### src/rtl/edge_seq_pkg.sv
// Shared types and defaults for the edge sequence generator.
package edge_seq_pkg;

  localparam int unsigned DEF_DEPTH = 4;
  localparam int unsigned DEF_CNT_W = 8;
  localparam int unsigned OP_W      = 2;

  typedef enum logic [1:0] {
    OP_HOLD   = 2'b00,
    OP_RISE   = 2'b01,
    OP_FALL   = 2'b10,
    OP_TOGGLE = 2'b11
  } op_e;

  typedef enum logic {
    ST_IDLE = 1'b0,
    ST_RUN  = 1'b1
  } state_e;

  // Level produced by an op; an illegal RISE/FALL leaves the level alone.
  function automatic logic apply_op(input op_e op, input logic cur);
    logic res;
    res = cur;
    case (op)
      OP_RISE:   res = 1'b1;
      OP_FALL:   res = 1'b0;
      OP_TOGGLE: res = ~cur;
      default:   res = cur;
    endcase
    return res;
  endfunction

  function automatic logic is_illegal(input op_e op, input logic cur);
    return ((op == OP_RISE) && cur) || ((op == OP_FALL) && !cur);
  endfunction

endpackage

### src/rtl/edge_seq_fifo.sv
// Command FIFO with registered full/empty flags; head is read combinationally.
module edge_seq_fifo #(
  parameter int unsigned DEPTH = 4,
  parameter int unsigned W     = 10
) (
  input  logic         clk,
  input  logic         rst_n,
  input  logic         push,
  input  logic [W-1:0] wdata,
  input  logic         pop,
  output logic [W-1:0] rdata,
  output logic         full,
  output logic         empty
);

  localparam int unsigned AW = (DEPTH > 1) ? $clog2(DEPTH) : 1;
  localparam int unsigned CW = AW + 1;

  logic [W-1:0]  mem [DEPTH];
  logic [AW-1:0] wr_ptr;
  logic [AW-1:0] rd_ptr;
  logic [CW-1:0] count;
  logic [CW-1:0] count_nxt;
  logic          push_ok;
  logic          pop_ok;

  assign push_ok = push && !full;
  assign pop_ok  = pop && !empty;
  assign rdata   = mem[rd_ptr];

  always_comb begin
    count_nxt = count;
    if (push_ok && !pop_ok) begin
      count_nxt = count + 1'b1;
    end else if (!push_ok && pop_ok) begin
      count_nxt = count - 1'b1;
    end
  end

  // Pointers wrap naturally because DEPTH is a power of two.
  always_ff @(posedge clk or negedge rst_n) begin
    if (!rst_n) begin
      wr_ptr <= '0;
      rd_ptr <= '0;
      count  <= '0;
      full   <= 1'b0;
      empty  <= 1'b1;
    end else begin
      if (push_ok) wr_ptr <= wr_ptr + 1'b1;
      if (pop_ok)  rd_ptr <= rd_ptr + 1'b1;
      count <= count_nxt;
      full  <= (count_nxt == CW'(DEPTH));
      empty <= (count_nxt == '0);
    end
  end

  always_ff @(posedge clk) begin
    if (push_ok) mem[wr_ptr] <= wdata;
  end

endmodule

### src/rtl/edge_seq_gen.sv
// Queued edge/level command sequencer driving a single registered waveform.
module edge_seq_gen
  import edge_seq_pkg::*;
#(
  parameter int unsigned DEPTH = DEF_DEPTH,
  parameter int unsigned CNT_W = DEF_CNT_W,
  parameter logic        INIT  = 1'b0
) (
  input  logic             clk,
  input  logic             rst_n,
  input  logic             cmd_valid,
  output logic             cmd_ready,
  input  logic [1:0]       cmd_op,
  input  logic [CNT_W-1:0] cmd_len,
  output logic             sig_out,
  output logic             ev_rose,
  output logic             ev_fell,
  output logic             ev_stable,
  output logic             busy,
  output logic             done,
  output logic             err,
  input  logic             err_clr
);

  localparam int unsigned FW = OP_W + CNT_W;

  logic             push_c;
  logic             pop_c;
  logic             fifo_full;
  logic             fifo_empty;
  logic [FW-1:0]    head;
  op_e              head_op;
  logic [CNT_W-1:0] head_len;

  state_e           state;
  state_e           state_nxt;
  logic [CNT_W-1:0] remain;
  logic [CNT_W-1:0] remain_nxt;
  logic             sig_nxt;
  logic             err_set_c;
  logic             prev;

  assign push_c   = cmd_valid && !fifo_full;
  assign head_op  = op_e'(head[FW-1 -: OP_W]);
  assign head_len = head[CNT_W-1:0];

  edge_seq_fifo #(
    .DEPTH (DEPTH),
    .W     (FW)
  ) u_fifo (
    .clk   (clk),
    .rst_n (rst_n),
    .push  (push_c),
    .wdata ({cmd_op, cmd_len}),
    .pop   (pop_c),
    .rdata (head),
    .full  (fifo_full),
    .empty (fifo_empty)
  );

  always_ff @(posedge clk or negedge rst_n) begin
    if (!rst_n) begin
      state   <= ST_IDLE;
      remain  <= '0;
      sig_out <= INIT;
      prev    <= INIT;
      err     <= 1'b0;
    end else begin
      state   <= state_nxt;
      remain  <= remain_nxt;
      sig_out <= sig_nxt;
      prev    <= sig_out;
      err     <= err_set_c || (err && !err_clr);
    end
  end

  // A window ends when remain hits zero; the next head is popped on that same edge.
  always_comb begin
    state_nxt  = state;
    remain_nxt = remain;
    sig_nxt    = sig_out;
    pop_c      = 1'b0;
    err_set_c  = 1'b0;
    case (state)
      ST_IDLE: begin
        if (!fifo_empty) begin
          pop_c      = 1'b1;
          sig_nxt    = apply_op(head_op, sig_out);
          err_set_c  = is_illegal(head_op, sig_out);
          remain_nxt = head_len;
          state_nxt  = ST_RUN;
        end
      end
      ST_RUN: begin
        if (remain != '0) begin
          remain_nxt = remain - 1'b1;
        end else if (!fifo_empty) begin
          pop_c      = 1'b1;
          sig_nxt    = apply_op(head_op, sig_out);
          err_set_c  = is_illegal(head_op, sig_out);
          remain_nxt = head_len;
        end else begin
          state_nxt = ST_IDLE;
        end
      end
      default: state_nxt = ST_IDLE;
    endcase
  end

  always_comb begin
    cmd_ready = !fifo_full;
    busy      = (state == ST_RUN) || !fifo_empty;
    done      = (state == ST_RUN) && (remain == '0);
    ev_rose   = sig_out && !prev;
    ev_fell   = !sig_out && prev;
    ev_stable = (sig_out == prev);
  end

endmodule

### config.mk
export PLATFORM = sky130hd
export DESIGN_NAME = edge_seq_gen
export DESIGN_NICKNAME = d
export VERILOG_FILES = /design/src/rtl/edge_seq_pkg.sv /design/src/rtl/edge_seq_fifo.sv /design/src/rtl/edge_seq_gen.sv
export SDC_FILE = /design/constraint.sdc
export NUM_CORES = 1
export LEC_CHECK = 0
export BUFFER_PORTS_ARGS = -buffer_cell sky130_fd_sc_hd__buf_2
export CAP_MARGIN = 20
export CORE_ASPECT_RATIO = 1.25
export CORE_MARGIN = 2
export CORE_UTILIZATION = 35
export CTS_CLUSTER_DIAMETER = 40
export DETAILED_ROUTE_END_ITERATION = 7
export PLACE_DENSITY_LB_ADDON = 0.3
export RECOVER_POWER = 25
export SETUP_SLACK_MARGIN = 0.4
export SYNTH_ARGS = -nofsm -noshare
export SYNTH_HDL_FRONTEND = slang
export SYNTH_HIERARCHICAL = 1
export SYNTH_SLANG_ARGS = --single-unit
### constraint.sdc
create_clock -name clk -period 3 [get_ports clk]
set_input_delay 0.6 -clock clk [delete_from_list [all_inputs] [get_ports clk]]
set_output_delay 0.6 -clock clk [all_outputs]
set_load 0.02 [all_outputs]
=== Word level (Yosys, flattened, before mapping) ===
Memories as Yosys holds them, arrays and structs flattened.
Cells that the tools add are included.

* $add $sub $neg: 5
* Shift operators: 0
* Multiply operators: 0
* Divide/modulo/power cells: 0
* $lt $le $gt $ge: 0
* Muxes and demuxes: 19
* Bitwise gates (word level): 2
* Eq/ne operators: 6
* Reductions and logical operators: 24

{| class="wikitable"
|+ Operators with widths
! kind !! number
|-
| two-way mux 8 bit || 2
|-
| case mux 8 bit (2 select lines) || 1
|-
| logical AND 1 bit || 11
|-
| two-way mux 1 bit || 9
|-
| zero test 8 bit || 1
|-
| case mux 1 bit (2 select lines) || 4
|-
| nonzero test 8 bit || 1
|-
| subtractor 8 x 1 -> 8 bit (second input constant) || 1
|-
| zero test 1 bit || 7
|-
| two-way mux 3 bit || 2
|-
| adder 2 x 1 -> 2 bit (second input constant) || 2
|-
| == test 2 bit (second input constant) || 2
|-
| adder 3 x 1 -> 3 bit (second input constant) || 1
|-
| == test 3 bit (second input constant) || 1
|-
| zero test 3 bit || 1
|-
| logical OR 1 bit || 3
|-
| case mux 1 bit (3 select lines) || 1
|-
| subtractor 3 x 1 -> 3 bit (second input constant) || 1
|-
| == test 2 x 1 -> 1 bit (second input constant) || 1
|-
| inequality test 2 bit (second input constant) || 1
|-
| inverter 1 bit || 2
|-
| == test 1 bit || 1
|}

* Flip-flop bits (word level): 21
* Latch bits: 0
* Input port bits: 14
* Output and inout port bits: 8
* Bits in read-only memories: 0
* Word-level logic and storage cells: 67
* Memories kept: 1
* Bits in writable memories: 40

{| class="wikitable"
|+ Memory list
! name !! words !! bits a word !! rd ports !! clocked after memory_dff !! wr ports !! line !! text
|-
| u_fifo.mem || 4 || 10 || 1 || 0 || 1 || edge_seq_fifo.sv:19 || <nowiki>logic [W-1:0] mem [DEPTH];</nowiki>
|}

=== Logic depth before layout (Yosys ltp) ===
* Word-level depth: 8
* Depth in mapped cells: 9
* Depth with buffers taken out: 9

=== Cells and area by module ===
Netlist, hierarchy kept.

{| class="wikitable"
|+ Modules (own cells, without submodules)
! module !! cells an instance !! area each (µm²) !! instances !! seq. area each (µm²)
|-
| edge_seq_fifo || 104 || 1,991.9 || 1 || 1,427.6
|-
| edge_seq_gen || 85 || 778.2 || 1 || 300.3
|}

=== Least setup slack after synthesis ===
Ideal clock, no wire load.

* Kind: register to output
* From: register remain[0]
* To: output done
* Buffers on the path: 0
* Arrival time: 1,601 ps
* Stages on the path, launching flop included: 5
* Required time: 2,400 ps
* Path slack: 799 ps
* Cells stage by stage: dfrtp_1 inv_1 ha_1 or4b_4 nor3_1

* Word-level cells in the longest chain between the ends: 2

{| class="wikitable"
|+ Ends and longest elaborated chain
! what !! line !! text
|-
| start: declaration || edge_seq_gen.sv:37 || <nowiki>logic [CNT_W-1:0] remain;</nowiki>
|-
| start signal: assignment || edge_seq_gen.sv:70 || <nowiki>remain <= remain_nxt;</nowiki>
|-
| zero test 8 bit || edge_seq_gen.sv:113 || <nowiki>done = (state == ST_RUN) && (remain == '0);</nowiki>
|-
| logical AND 1 bit || edge_seq_gen.sv:113 ||
|-
| end: declaration || edge_seq_gen.sv:20 || <nowiki>output logic done,</nowiki>
|}

Every way passes these cells.

=== Worst setup path in the final report ===
Same ends and word-level chain as after synthesis.

==> results.md <==
- The first detailed-routing pass ran for 4 iterations.
- The analysis attributes to cell leakage a power of 1.186 nW.
- The fraction of registers with async set/reset is 0.3443.
- The critical path capture point is done.
- The via count of the first global-routing pass came to 1632.
- The later pin in the worst-skew pair is clocked with a latency of 330 ps.
- During placement, the flow inserted port buffers numbering 21.
- The run finished with clean final reports.
- The number of nets handed over by synthesis was 213.
- Hold repair after CTS inserted 0 buffers.
- Setup violations remaining at the end of the flow were counted as 0.
- The cell sitting at the root of the clock tree is a clkbuf_8.
- Once layout is complete, the utilization of the core stands at 0.4084.
- The wire-length estimate of the detail-placed layout is 3.258 mm.
- The post-CTS setup-driven buffer insertion count is 0.
- The largest net degree at the start of global routing is 22.
- In this run the worst hold path is classified as in -> async.
- Of the total synthesized cell area, the portion taken by XOR and XNOR cells is 0.01581.
- The share of the synthesized area in compound gates (AO/OA/AOI/OAI) is 0.07588.
- The DRC violation count after routing is 0.
- After synthesis, the largest family of logic cells by area is simple AND/OR/NAND/NOR gates.
- Across every metal layer, demand over resource in global routing totals 0.1255.
- Data on the critical path is required at its endpoint by 2400 ps.
- The design draws 3.038 mW.
- The setup slack on the worst flop-to-flop path is 650 ps.
- The switching power is 980.5 uW.
- In this run the critical register-to-register path is captured at u_fifo/full.
- After detailed routing, the number of vias per cell comes to 5.088.
- Final hold analysis gives a worst-case slack of 233.2 ps.
- The max-slew violation count was 0.
- For this block, the initial DRC count from the detailed router was 125.
- The number of ports placed on the die boundary is 22.
- The synthesized design contains 40 enable-type register cells.
- The startpoint of the most critical setup path is remain[0].
- In this run the number of H-tree levels came out at 3.
- The part of the Yosys area used for sequential elements is 0.6238.
- The tool flagged a number of max-cap violations equal to 0.
- The number of antenna violations at the first check in global routing came to 0.
- The type of the worst setup path is reg -> out.
- The number of different library cells used by synthesis comes to 49.
- Synthesis produced a netlist whose cell count is 189.
- The standard-cell row count is 36.
- The number of cells upsized or downsized after cts is 0.
- The clock period could shrink to 2475 ps.
- The chip height is 103.5 um.
- The synthesis warning total is 6.
- Dividing total power by cell area gives a power density of 960.2 mW/mm2.
- Measured in cells, the most critical reg-to-reg path has a length of 9.
- Averaged over all synthesized cells, the footprint is 14.66 um2.
- The clock network fraction of design power is 0.254.
- At the pin with the least slew margin, the transition time is 761.7 ps.
- The overall routed net length is 4.773 mm.
- The die footprint is 0.008647 mm2.
- The layout overhead on the synthesized area is 14.23%.
- The startpoint identified for the worst register-to-register timing path is remain[0].
- The fraction of layout instances using a drive strength above 1 is 0.2342.
- The setup TNS after final layout is 0 ps.
- The signal arrival time at the worst endpoint is 1870 ps.
- Of the total power, the share spent switching nets is 0.3227.
- The via total after detailed routing is 1613.
- The area of the mapped netlist is 0.002770 mm2.
- The worst-case headroom to the max-slew limit is 0.4875.
- The largest fanout on the critical path is 5.
- The multiplexer share of the synthesized area is 0.08853.
- The total number of clock tree sinks is 61.
- Setup repair after global routing left no endpoint under its margin.
- Dividing the final minimum period by the clock period gives 0.8250.
- The total congestion overflow is 0.
- The count of final hold-check violations is 0.
- The sequential cell fraction of total power is 0.459.
- The remaining number of nets flagged by the antenna check after routing is 0.
- Between clock sinks in the finished design, the worst skew comes to 6.615 ps.
- The die is 83.57 um wide.
- The core footprint is 0.007747 mm2.
- The final layout contains 241 nets.
- Of the total synthesized cell area, the portion taken by full adders, half adders and majority gates is 0.04517.
- The endpoint kind of the worst setup timing path is a primary output.
- The clock passes through at most 2 buffers.
- Of the total synthesized cell area, the portion taken by AND, OR, NAND and NOR gates is 0.1201.
- In this run, CTS created clock tree buffers numbering 9.
- The worst IR drop on VDD is 0.5045 mV.
- The number of antenna diodes in the final layout is 0.
- The share of total power dissipated in combinational logic is 0.287.
- Dividing the detail-routed wire length by the instance count gives 15.06 um.
- The internal power component is 2.058 mW.
- Routability-driven placement finished with a final weighted congestion of 0.7974.
- The first global-routing pass estimated 7.976 mm of wire.
- The most frequently used flop master after synthesis is edfxtp_1.
- The worst setup path is launched from a register.
- The register clock-pin slew on the reported worst setup and hold paths is 70 ps.
- The count of state elements after synthesis is 61.
- The clock tree from TritonCTS is yes.
- The effective utilization at floorplan is 0.3576.
- Derived from the worst setup path, the maximum achievable clock frequency is 0.4040 GHz.
-- cells in the final DEF (no fill, tap or decap), drive strengths merged, types with 2 or more instances in the layout --
| cell type | count |
|---|---|
| a211oi | 3 |
| buf | 13 |
| edfxtp | 40 |
| mux4 | 10 |
| mux2i | 2 |
| o21ai | 5 |
| ha | 10 |
| and3 | 2 |
| nor2b | 4 |
| nand3b | 2 |
| dfrtp | 20 |
| nor4 | 2 |
| nor4b | 2 |
| or2b | 2 |
| nand2 | 7 |
| nand2b | 2 |
| bufinv | 2 |
| and2 | 4 |
| clkbuf | 20 |
| xnor2 | 5 |
| o22ai | 3 |
| a21oi | 10 |
| clkinv | 3 |
| nor3 | 5 |
| inv | 13 |
| nor3b | 3 |
| nor2 | 11 |
-- metal layers --
layer	share of wire	global-route usage	vias up	wire length, um
li1	-	-	765	-
met1	0.43	0.1393	807	2071
met2	0.50	0.2172	31	2395
met3	0.039	0.02619	10	185
met4	0.025	0.09057	0	121
met5	0	0	-	0
-- power groups by stage --
stage                     logic (mW)  registers, mW  clock network [mW]
after global placement         0.875           1.41                   0
after detailed placement       0.889           1.42                   0
after CTS                      0.892           1.40               0.796
after floorplan                0.778           1.30                   0
final                          0.872           1.40               0.771
after global routing           0.988           1.44               0.835
-- layout make-up --
cell class | count | area, um2
clock buffer | 11 | 131.4
clock inverter | 5 | 75.07
fill | 734 | 4583
inverter | 13 | 48.80
multi-input combinational | 110 | 960.9
sequential | 61 | 1728
tap | 95 | 118.9
timing repair buffer | 22 | 101.3
-- cell usage after synthesis (2+ instances only) --
cell type  instances  area, um2
nor4b_1            2      17.52
a21oi_1           10      50.05
nand3b_1           2      15.01
nand2b_1           2      12.51
mux4_2            10      225.2
and3_1             2      12.51
nor2b_1            3      18.77
nor4_1             2      12.51
ha_1              10      125.1
xnor2_1            5      43.79
nand2_1            6      22.52
a211oi_1           2      15.01
nor2_1            10      37.54
o21ai_0            4      20.02
nor3b_1            3      22.52
dfrtp_1           20      500.5
o22ai_1            3      18.77
mux2i_1            2      20.02
and2_2             4      30.03
edfxtp_1          40       1201
inv_1             13      48.80
nor3_1             5      25.02
buf_6              2      22.52
buf_2              2      10.01
-- sequential cells by signal (all words and copies together), names as in the netlist --
| register | count |
|---|---|
| err | 1 |
| prev | 1 |
| remain | 8 |
| sig_out | 1 |
| state | 1 |
| u_fifo/count | 3 |
| u_fifo/empty | 1 |
| u_fifo/full | 1 |
| u_fifo/mem | 40 |
| u_fifo/rd_ptr | 2 |
| u_fifo/wr_ptr | 2 |
-- cells by family (layout without fill, tap and decap cells) --
family	after synthesis	in the layout
DFF	61	61
and+or+nand+nor	53	53
AOI/OAI and AO/OA	30	30
buffers and inverters	18	51
muxes	12	12
adders and majority gates	10	10
xor gates and xnor gates	5	5
-- critical path, stage by stage, from the launching register on --
cell and delay [ps]:
dfrtp_1 420, inv_1 100, ha_1 190, or4b_4 510, nor3_1 150, buf_2 190
-- how the worst min path moves through the flow --
stage	startpoint	endpoint	slack, ps	cells past startpoint
floorplan	rst_n	err	300	0
global placement	sig_out	prev	510	0
detailed placement	sig_out	prev	520	0
CTS	rst_n	remain[2]	240	1
global route	rst_n	remain[2]	260	1
finish	rst_n	remain[2]	230	1
-- through the flow --
| stage | setup WS, ps | cells | cell area [um2] |
|---|---|---|---|
| floorplan | 798.8 | 189 | 2770 |
| global placement | 630.1 | 301 | 2965 |
| detailed placement | 542.1 | 301 | 2965 |
| CTS | 485.0 | 317 | 3172 |
| global route | 408.2 | 317 | 3164 |
| finish | 525.0 | 317 | 3164 |
(Power assumes the default switching activity.)
